### config.mk
export PLATFORM = sky130hd
export DESIGN_NAME = instr_fetch
export DESIGN_NICKNAME = d
export VERILOG_FILES = /design/src/rtl/fetch_pkg.sv /design/src/rtl/if_id_reg.sv /design/src/rtl/instr_fetch.sv
export SDC_FILE = /design/constraint.sdc
export NUM_CORES = 1
export LEC_CHECK = 0
export CORE_MARGIN = 3
export CORE_UTILIZATION = 30
export CTS_CLUSTER_DIAMETER = 80
export CTS_CLUSTER_SIZE = 24
export DETAILED_ROUTE_END_ITERATION = 8
export HOLD_SLACK_MARGIN = 0.08
export SLEW_MARGIN = 20
export SYNTH_ARGS = -nofsm -noshare
export SYNTH_HDL_FRONTEND = slang
export SYNTH_SLANG_ARGS = --single-unit
### constraint.sdc
create_clock -name clk -period 2.5 [get_ports clk]
set_input_delay 0.5 -clock clk [delete_from_list [all_inputs] [get_ports clk]]
set_output_delay 0.5 -clock clk [all_outputs]
set_load 0.02 [all_outputs]
### src/rtl/fetch_pkg.sv
// Shared definitions for the instruction fetch stage: FSM encoding,
// opcode field position and the default reset PC.
package fetch_pkg;

  typedef enum logic [1:0] {
    IDLE  = 2'd0,
    FETCH = 2'd1,
    HOLD  = 2'd2,
    DROP  = 2'd3
  } fetch_state_e;

  localparam int          OP_MSB       = 31;
  localparam int          OP_LSB       = 26;
  localparam logic [31:0] RESET_PC_DEF = 32'h0000_0000;

endpackage

### src/rtl/if_id_reg.sv
// IF/ID pipeline register: load wins over flush, otherwise contents hold.
// A flush only clears the valid bit; the stale word is never consumed.
module if_id_reg (
  input  logic        clk_i,
  input  logic        rst_i,
  input  logic        load_i,
  input  logic        flush_i,
  input  logic [31:0] instr_i,
  input  logic [31:0] pc4_i,
  output logic        valid_o,
  output logic [31:0] instr_o,
  output logic [31:0] pc4_o
);

  always_ff @(posedge clk_i) begin
    if (rst_i) begin
      valid_o <= 1'b0;
      instr_o <= '0;
      pc4_o   <= '0;
    end else if (load_i) begin
      valid_o <= 1'b1;
      instr_o <= instr_i;
      pc4_o   <= pc4_i;
    end else if (flush_i) begin
      valid_o <= 1'b0;
    end
  end

endmodule

### src/rtl/instr_fetch.sv
// Instruction fetch stage with a one-entry hold buffer and redirect handling.
// Define FETCH_PERF_EN to add the perf_fetched/perf_stall counters.
module instr_fetch
  import fetch_pkg::*;
#(
  parameter logic [31:0] RESET_PC = RESET_PC_DEF
) (
  input  logic        clk,
  input  logic        rst,
  output logic        imem_req,
  output logic [31:0] imem_addr,
  input  logic        imem_ack,
  input  logic [31:0] imem_rdata,
  input  logic        id_stall,
  input  logic        branch_taken,
  input  logic [31:0] branch_target,
  output logic        if_valid,
  output logic [31:0] if_instr,
  output logic [31:0] if_pc4,
  output logic [5:0]  if_op
`ifdef FETCH_PERF_EN
  ,
  output logic [31:0] perf_fetched,
  output logic [31:0] perf_stall
`endif
);

  fetch_state_e state_q, state_d;
  logic [31:0]  pc_q, pc_d;
  logic [31:0]  drop_addr_q, drop_addr_d;
  logic [31:0]  hold_q, hold_d;
  logic         ld, flush;
  logic [31:0]  ld_instr, ld_pc4;
  logic [31:0]  pc_inc, br_pc;

  assign pc_inc = pc_q + 32'd4;
  assign br_pc  = {branch_target[31:2], 2'b00};

  always_comb begin
    state_d     = state_q;
    pc_d        = pc_q;
    drop_addr_d = drop_addr_q;
    hold_d      = hold_q;
    ld          = 1'b0;
    ld_instr    = imem_rdata;
    ld_pc4      = pc_inc;
    imem_req    = 1'b0;
    imem_addr   = pc_q;
    case (state_q)
      IDLE: begin
        state_d = FETCH;
        if (branch_taken) pc_d = br_pc;
      end
      FETCH: begin
        imem_req = 1'b1;
        if (branch_taken) begin
          pc_d = br_pc;
          // Without an ack the old request is still in flight and must be drained.
          if (!imem_ack) begin
            state_d     = DROP;
            drop_addr_d = pc_q;
          end
        end else if (imem_ack) begin
          pc_d = pc_inc;
          if (id_stall) begin
            hold_d  = imem_rdata;
            state_d = HOLD;
          end else begin
            ld = 1'b1;
          end
        end
      end
      HOLD: begin
        if (branch_taken) begin
          pc_d    = br_pc;
          state_d = FETCH;
        end else if (!id_stall) begin
          // pc already points past the held word, so it is the held word's pc+4.
          ld       = 1'b1;
          ld_instr = hold_q;
          ld_pc4   = pc_q;
          state_d  = FETCH;
        end
      end
      DROP: begin
        imem_req  = 1'b1;
        imem_addr = drop_addr_q;
        if (branch_taken) pc_d = br_pc;
        if (imem_ack)     state_d = FETCH;
      end
      default: state_d = IDLE;
    endcase
  end

  // Consumed without a replacement, or redirected: the register empties.
  assign flush = branch_taken | (~id_stall & ~ld);

  always_ff @(posedge clk) begin
    if (rst) begin
      state_q     <= IDLE;
      pc_q        <= RESET_PC;
      drop_addr_q <= RESET_PC;
      hold_q      <= '0;
    end else begin
      state_q     <= state_d;
      pc_q        <= pc_d;
      drop_addr_q <= drop_addr_d;
      hold_q      <= hold_d;
    end
  end

  if_id_reg u_if_id (
    .clk_i   (clk),
    .rst_i   (rst),
    .load_i  (ld),
    .flush_i (flush),
    .instr_i (ld_instr),
    .pc4_i   (ld_pc4),
    .valid_o (if_valid),
    .instr_o (if_instr),
    .pc4_o   (if_pc4)
  );

  assign if_op = if_instr[OP_MSB:OP_LSB];

`ifdef FETCH_PERF_EN
  always_ff @(posedge clk) begin
    if (rst) begin
      perf_fetched <= '0;
      perf_stall   <= '0;
    end else begin
      if (ld)       perf_fetched <= perf_fetched + 32'd1;
      if (id_stall) perf_stall   <= perf_stall + 32'd1;
    end
  end
`endif

endmodule

==> flow_summary.ini, run 1 <==
[detailed_routing]
drcViolationCount = 0
viasPerCell = 4.93
dr_total_vias = 6970
wire_per_inst_um = 16.0
ant_nets = 0
first_iter_violations = 528
wl_mm = 22.6
dr.pass1.iters = 5

[timing]
holdWs_ps = 450
skew_ps = 12.7
setup_viol = 0
relSlewSlack_pct = 54.3
min_period_ps = 2450
min_period_over_period_pct = 97.9
setup_tns_ps = 0
tightestPinTransition_ps = 686
clock.fmax_ghz = 0.409
report.final.slew_viol_count = 0
rsz0062_at_grt = no
hold_violations = 0

[global_routing]
antenna_found_initial = 0
grt_max_degree = 129
grt_usage_pct = 17.1
grt_pass1_wl_mm = 36.2
grt_pass1_vias = 6668
gr-total-overflow = 0

[clocking]
clock_sinks = 157
cts.htree.levels = 4
clock_path_buffers = 2
cts_tree = done
cts_made_buffers = 17
clk_pin_slew_ps = 70
cts_hold_buf = 0
worst_skew_pair.late_latency_ps = 430
cts_root_buf = clkbuf_16

[logic_synthesis]
syn_area_mm2 = 0.00736
syn_avg_cell_area_um2 = 7.90
synth_area_leader_cell = dfxtp_1
synth_cells = 932
ys_seq_area_share_pct = 42.7
synth_edf_count = 0
synth_commonest_cells = nand2_1, dfxtp_1, a21oi_1
async_reset_ff_share_pct = 0
synth.most_common_cell = nand2_1
synth_top_area_share_pct = 42.7
yosys_warnings = 0
ys_ff_latch = 157
synth.top_cells.by_area = dfxtp_1, nand2_1, a21oi_1
dominantRegCellSynth = dfxtp_1
ys_types = 53

[floorplan]
core_mm2 = 0.0238
io-pin-count = 173
initial_core_util_pct = 31.0
rows = 56
dieArea_mm2 = 0.0264
die_h_um = 163
die_w_um = 163

[placement]
gp_congestion = 0.833
hpwlAfterDp_mm = 15.3
io_buffers = 166
dp_cells = 1380

[finish]
nNetsFinal = 1154
drive_above_1_share_pct = 13.0
antennaDiodeCount = 0
register_area_mm2 = 0.00315
instances_no_fill = 1413
multi_input_area_mm2 = 0.00376
fill_cells = 2358
syn2layout_area_growth_pct = 38.0

[worst_setup_path]
crit-reg2reg-launch = pc_q[13]$_SDFFE_PP0P_
path_class = flip-flop to primary output
crit_path_max_fanout = 14
max_stage_delay_ps = 380
worstPathCellList = ha_4 -> bufbuf_16 -> mux2_2 -> dlygate4sd2_1
worstPathRequired_ps = 2000
crit_path_top_delay_cell = dfxtp_2
worst_setup_path_end_kind = primary output
startpoint = state_q[1]$_SDFFE_PP0P_
cp-start-kind = flip-flop
reg2reg_to = pc_q[20]$_SDFFE_PP0P_
r2r_cells = 5
cp.arrival_ps = 1950
cp-endpoint = imem_addr[10]
r2r_slack_ps = 280

[pwr]
leakagePower_nw = 3.55
p_per_area_mw_per_mm2 = 629
vdd_drop_max_v = 0.000305

[min_path]
hp-class = flip-flop to flip-flop
hp-start = drop_addr_q[13]$_SDFFE_PP0P_

[outcome]
outcome = completed

[job]
cap_violations = 0
through the flow:
| step | setup slack, ps | utilization [%] | power (mW) | area [um^2] |
|---|---|---|---|---|
| after floorplan | 268 | - | 3.30 | 7370 |
| after global placement | 134 | 40.2 | 3.79 | 9540 |
| after detailed placement | 93.1 | 40.2 | 3.79 | 9540 |
| after CTS | 15.5 | 42.7 | 6.44 | 10100 |
| after global routing | 0.716 | 42.7 | 6.64 | 10200 |
| final | 52.7 | 42.7 | 6.38 | 10200 |
state kept, by name (all words and copies together) (netlist names):
register	flops
drop_addr_q	30
hold_q	32
pc_q	30
state_q	2
u_if_id.instr_o	32
u_if_id.pc4_o	30
u_if_id.valid_o	1
metal layers:
| layer | GRT usage, % | vias up | wire (um) |
|---|---|---|---|
| li1 | - | 3488 | - |
| met1 | 23.5 | 3285 | 10700 |
| met2 | 27.4 | 173 | 10400 |
| met3 | 3.79 | 24 | 1200 |
| met4 | 4.34 | 0 | 291 |
| met5 | 0 | - | 0 |
cell families (layout without fill, tap and decap cells):
group / Yosys count / in the layout / synth area share [%]
compound gates: 203 / 203 / 17.0
xor+xnor: 44 / 44 / 5.24
fa+ha+maj: 4 / 4 / 0.680
buf+inv: 108 / 267 / 6.67
flops: 157 / 157 / 42.7
mux: 33 / 33 / 4.98
other cells: 1 / 4 / 0.0510
simple gates: 382 / 382 / 22.7
worst max-delay path, delay by kind of cell (launching register included):
| kind | cells | cell delay (ps) |
|---|---|---|
| buffers and inverters | 2 | 620 |
| muxes | 1 | 350 |
| adders and majority gates | 1 | 170 |
| DFF | 1 | 380 |
final cells by class:
class	instances	share of cell area (%)
clock inverters	15	1.74
flip-flops and latches	157	31.0
inverters	6	0.222
multi-input cells	670	37.1
repair buffers	229	21.9
clock buffers	17	4.19
well taps	319	3.93
cells in the final DEF (no fill, tap or decap), drive strengths merged, types with 6 or more instances in the layout:
master and count:
dlygate4sd2 24, clkbuf 18, o21ai 37, xor2 13
nor2 78, nand4 14, or3 7, inv 12
nor4 17, a311oi 35, mux2 29, a31oi 6
nor3 16, dfxtp 157, clkdlybuf4s15 6, buf 63
nand2 213, a21oi 95, a211oi 20, clkdlybuf4s50 134
xnor2 31, nand3 16
worst min-delay path by stage:
stage                                    to  cells past startpoint
4_1_cts        drop_addr_q[29]$_SDFFE_PP0P_                      2
3_5_place_dp   drop_addr_q[29]$_SDFFE_PP0P_                      2
2_1_floorplan  drop_addr_q[10]$_SDFFE_PP0P_                      2
5_1_grt        drop_addr_q[25]$_SDFFE_PP0P_                      2
6_report       drop_addr_q[13]$_SDFFE_PP0P_                      2
3_3_place_gp    drop_addr_q[6]$_SDFFE_PP0P_                      2
power by group:
group | switching (mW) | internal (mW)
Clock | 1.15 | 1.51
Combinational | 0.575 | 0.473
Sequential | 0.0692 | 2.61
what timing repair did:
item / CTS / global route
endpoints found under the setup margin: 31 / 7
pin swaps: 0 / 0
endpoints found under the hold margin: 0 / 0
cloned: 1 / 0
resized for setup: 35 / 8
setup buffers: 0 / 0
Power figures use the tool's default switching activity.
==> inputs of run 2 (changes only) <==
--- a/config.mk
+++ b/config.mk
@@ -11,6 +11,7 @@
 export CTS_CLUSTER_SIZE = 24
 export DETAILED_ROUTE_END_ITERATION = 8
 export HOLD_SLACK_MARGIN = 0.08
+export SETUP_SLACK_MARGIN = 0.5
 export SLEW_MARGIN = 20
 export SYNTH_ARGS = -nofsm -noshare
 export SYNTH_HDL_FRONTEND = slang
==> run 2 against run 1 <==
Critical path type unchanged; setup slack better by 150 ps; via count up 3.0%; clock power fell by 6%; worst hold slack improved by 2.4 ps; utilization increased by 2.9 points; first-iteration DRC count down 15%; largest cell class unchanged; clock skew up 1.5 ps.
==> flow_summary.ini, run 2 (same netlist as run 1, synthesis figures left out) <==
[min_path]
hold_depth = 2
min_to = drop_addr_q[16]$_SDFFE_PP0P_
hp-class = flip-flop to flip-flop
hp-start = drop_addr_q[16]$_SDFFE_PP0P_

[worst_setup_path]
path_common_cell = buf_12
reg2reg_to = u_if_id.pc4_o[20]$_SDFFE_PP0P_
max_stage_delay_ps = 350
worstPathRequired_ps = 2000
cp_num_buf_inv = 4
r2r_cells = 8
startpoint = state_q[1]$_SDFFE_PP0P_
cp-start-kind = flip-flop
crit_path_top_delay_cell = dfxtp_4
worst_setup_path_end_kind = primary output
crit_path_max_fanout = 8
r2r_slack_ps = 530
cp_top_family = buffers and inverters
path_class = flip-flop to primary output
crit-reg2reg-launch = pc_q[3]$_SDFFE_PP0P_
worstPathCellList = ha_4 -> buf_12 -> buf_12 -> buf_16 -> mux2_4 -> buf_6
cp.arrival_ps = 1790

[timing]
clock.fmax_ghz = 0.436
skew_ps = 14.2
min_period_over_period_pct = 91.8
min_period_ps = 2290
hold_violations = 0
holdWs_ps = 453
setup_viol = 0
report.final.slew_viol_count = 0
worst_slack_ps = 206
setup_tns_ps = 0
rsz0062_at_grt = yes
tightestPinTransition_ps = 674
relSlewSlack_pct = 55.1

[job]
cap_violations = 0

[floorplan]
initial_core_util_pct = 31.0
dieArea_mm2 = 0.0264
io-pin-count = 173
die_w_um = 163
core_mm2 = 0.0238
die_h_um = 163
rows = 56

[detailed_routing]
wl_mm = 24.6
wire_per_inst_um = 17.0
drcViolationCount = 0
viasPerCell = 4.97
dr.pass1.iters = 4
first_iter_violations = 448
dr_total_vias = 7179
ant_nets = 0

[clocking]
worst_skew_pair.late_latency_ps = 430
clk_pin_slew_ps = 70
clock_sinks = 157
cts_made_buffers = 17
cts.htree.levels = 4
cts_root_buf = clkbuf_16
clock_path_buffers = 2
cts_tree = done
cts_hold_buf = 0

[global_routing]
grt_pass1_wl_mm = 37.1
gr-total-overflow = 0
grt_usage_pct = 17.8
grt_pass1_vias = 6668
antenna_found_initial = 2
grt_max_degree = 129

[finish]
syn2layout_area_growth_pct = 47.5
largestRegisters = hold_q: 32 flops, u_if_id.instr_o: 32 flops
mostFrequentLayoutCells = nand2_1, dfxtp_1, clkdlybuf4s50_1
drive_above_1_share_pct = 21.3
register_area_mm2 = 0.00317
multi_input_area_mm2 = 0.00406
fill_cells = 2294
final_common_cell = nand2_1
nNetsFinal = 1184

[outcome]
outcome = completed

[pwr]
vdd_drop_max_v = 0.000317
total_power_mw = 6.37
leakagePower_nw = 3.84
p_per_area_mw_per_mm2 = 587

[placement]
io_buffers = 166
post-place-ws_ps = 42.2
gp_congestion = 0.776
hpwlAfterDp_mm = 15.4
-- run 2: worst max path at each step --
stage,to,slack (ps),depth (start not counted)
after global placement,u_if_id.pc4_o[23]$_SDFFE_PP0P_,60,5
after detailed placement,u_if_id.pc4_o[23]$_SDFFE_PP0P_,40,5
after global routing,imem_addr[3],170,6
final,imem_addr[3],210,6
after floorplan,u_if_id.pc4_o[21]$_SDFFE_PP0P_,500,7
after CTS,imem_addr[3],200,6
-- run 2: timing repair --
action	in CTS	in global routing
cloned	5	1
buffers inserted	11	16
resized for setup	202	45
pin swaps	4	20
setup endpoints to repair	49	114
-- run 2: power by group --
group          internal [mW]  switching, mW  leakage (nW)
Sequential              2.61         0.0777          1.28
Clock                   1.35           1.14         0.274
Combinational          0.574          0.621          2.28
-- run 2: cell type report --
class,count,area share (%)
antenna,1,0.0231
inverter,6,0.208
timing repair buffer,259,24.3
clock inverter,12,0.946
tap,319,3.68
multi-input combinational,670,37.4
sequential,157,29.2
clock buffer,20,4.21
-- run 2: per-layer routing --
metal | track usage, % | vias up | wire [um] | share of wire (%)
met1 | 24.1 | 3400 | 11300 | 46
met5 | 0 | - | 9 | 0.037
met3 | 4.68 | 22 | 1380 | 5.6
li1 | - | 3557 | - | -
met4 | 4.65 | 2 | 373 | 1.5
met2 | 28.5 | 198 | 11500 | 47
-- run 2: worst min-delay path, cell delays in order (launching register included) --
cell and delay [ps]:
dfxtp_1 310, nand2_1 50, a21oi_1 50
-- run 2: metrics by stage --
| step | instances | util, % | cell area [um^2] |
|---|---|---|---|
| final | 1444 | 45.7 | 10900 |
| after global routing | 1444 | 45.7 | 10900 |
| after CTS | 1426 | 44.3 | 10500 |
| after detailed placement | 1378 | 40.4 | 9590 |
| after global placement | 1378 | 40.4 | 9590 |
| after floorplan | 935 | - | 7480 |
==> inputs of run 3 (changes only) <==
--- a/config.mk
+++ b/config.mk
@@ -11,6 +11,7 @@
 export CTS_CLUSTER_SIZE = 24
 export DETAILED_ROUTE_END_ITERATION = 8
 export HOLD_SLACK_MARGIN = 0.08
+export REMOVE_ABC_BUFFERS = 1
 export SETUP_SLACK_MARGIN = 0.5
 export SLEW_MARGIN = 20
 export SYNTH_ARGS = -nofsm -noshare
==> run 3 against run 2 <==
Via count up 1.1%; largest cell class unchanged; utilization grew 2.1 points; flip-flop and latch count did not move; highest routed layer is now met4; design area grew 4.6%; global-route usage down 0.29 points; routed wire length is 2.9% higher; register-to-register slack better by 20 ps; total power rose by 6.2%; clock-buffer cell count decreased by 2.
==> flow_summary.ini, run 3 (same netlist as run 1, synthesis figures left out) <==
[placement]
gp_congestion = 0.831
hpwlAfterDp_mm = 15.3
dp_cells = 1382
io_buffers = 166

[timing]
min_period_ps = 2200
min_period_over_period_pct = 87.9
rsz0062_at_grt = yes
report.final.slew_viol_count = 0
relSlewSlack_pct = 42.2
clock.fmax_ghz = 0.455
tightestPinTransition_ps = 868
setup_tns_ps = 0
skew_ps = 8.84
hold_violations = 0
setup_viol = 0

[finish]
mostFrequentLayoutCells = nand2_1, dfxtp_1, clkdlybuf4s50_1
drive_above_1_share_pct = 22.6
final_common_cell = nand2_1
syn2layout_area_growth_pct = 54.2
instances_no_fill = 1461
nNetsFinal = 1202
largestRegisters = hold_q: 32 flops, u_if_id.instr_o: 32 flops

[detailed_routing]
wl_mm = 25.3
dr.pass1.iters = 5
viasPerCell = 4.97
drcViolationCount = 0
first_iter_violations = 515
wire_per_inst_um = 17.3
ant_nets = 0
dr_total_vias = 7256

[global_routing]
grt_pass1_wl_mm = 36.7
grt_usage_pct = 17.6
antenna_found_initial = 1
grt_max_degree = 76
grt_pass1_vias = 6554
gr-total-overflow = 0

[pwr]
p_per_area_mw_per_mm2 = 597
leakagePower_nw = 4.05
vdd_drop_max_v = 0.000370
total_power_mw = 6.77

[worst_setup_path]
cp.arrival_ps = 1700
worst_setup_path_end_kind = primary output
crit_path_top_delay_cell = dfxtp_4
max_stage_delay_ps = 360
cp-start-kind = flip-flop
r2r_slack_ps = 550
worstPathCellList = ha_4 -> buf_8 -> clkbuf_16 -> mux2_4 -> buf_6
cp_top_family = buffers and inverters
worstPathRequired_ps = 2000
cp_num_buf_inv = 3
path_class = flip-flop to primary output
crit_path_max_fanout = 5

[floorplan]
dieArea_mm2 = 0.0264
rows = 56
core_mm2 = 0.0238
die_h_um = 163
io-pin-count = 173
die_w_um = 163
initial_core_util_pct = 31.0

[clocking]
worst_skew_pair.late_latency_ps = 420
clock_sinks = 157
cts_tree = done
cts_root_buf = clkbuf_16
clk_pin_slew_ps = 70
cts_made_buffers = 17
cts.htree.levels = 4
clock_path_buffers = 2

[min_path]
hp-class = flip-flop to flip-flop

[job]
cap_violations = 0

[outcome]
outcome = completed
==> run 3: layout make-up <==
class	count	area (um^2)
flip-flops and latches	157	3170
diodes	1	2.50
fillers	2216	12400
clock inverters	13	190
inverters	6	22.5
clock buffers	18	439
repair buffers	277	2990
multi-input cells	670	4140
well taps	319	399
==> run 3: repair_timing <==
action	4_1_cts	5_1_grt
pin swaps	6	33
endpoints found under the hold margin	0	0
endpoints found under the setup margin	85	118
hold buffers	0	0
resized for setup	215	98
buffers inserted	10	26
cloned	3	8
==> run 3: worst paths after layout <==
path | cells after the start | to | start
worst max-delay path | 5 | imem_addr[20] | state_q[1]$_SDFFE_PP0P_
worst min-delay path | 2 | drop_addr_q[11]$_SDFFE_PP0P_ | drop_addr_q[11]$_SDFFE_PP0P_
worst max register to register | 7 | pc_q[28]$_SDFFE_PP0P_ | pc_q[2]$_SDFFE_PP0P_
worst min register to register | 2 | drop_addr_q[11]$_SDFFE_PP0P_ | drop_addr_q[11]$_SDFFE_PP0P_
==> run 3: where the power goes <==
group | leakage, nW | switching (mW) | internal, mW | total, mW
sequential | 1.28 | 0.0804 | 2.61 | 2.69
clock | 0.295 | 1.11 | 1.70 | 2.81
combinational | 2.48 | 0.640 | 0.633 | 1.27
==> run 3: worst min-delay path, cell delays in order (launching register included) <==
cell     delay (ps)
dfxtp_1         310
nand2_1          50
a21oi_1          50
==> run 3: metrics by stage <==
stage	hold slack (ps)	util, %	area, um^2	setup WS (ps)
after CTS	456	44.3	10500	275
after global routing	471	47.8	11300	244
final	453	47.8	11300	304
after detailed placement	445	40.3	9570	-20.1
after floorplan	427	-	6900	-7340
after global placement	438	40.3	9570	-12.3
==> run 3: layer usage <==
metal	vias to the layer above	routed length, um	track usage, %
li1	3595	-	-
met1	3383	11500	23.7
met2	248	11700	28.4
met3	30	1770	4.17
met4	0	330	4.46
met5	-	0	0
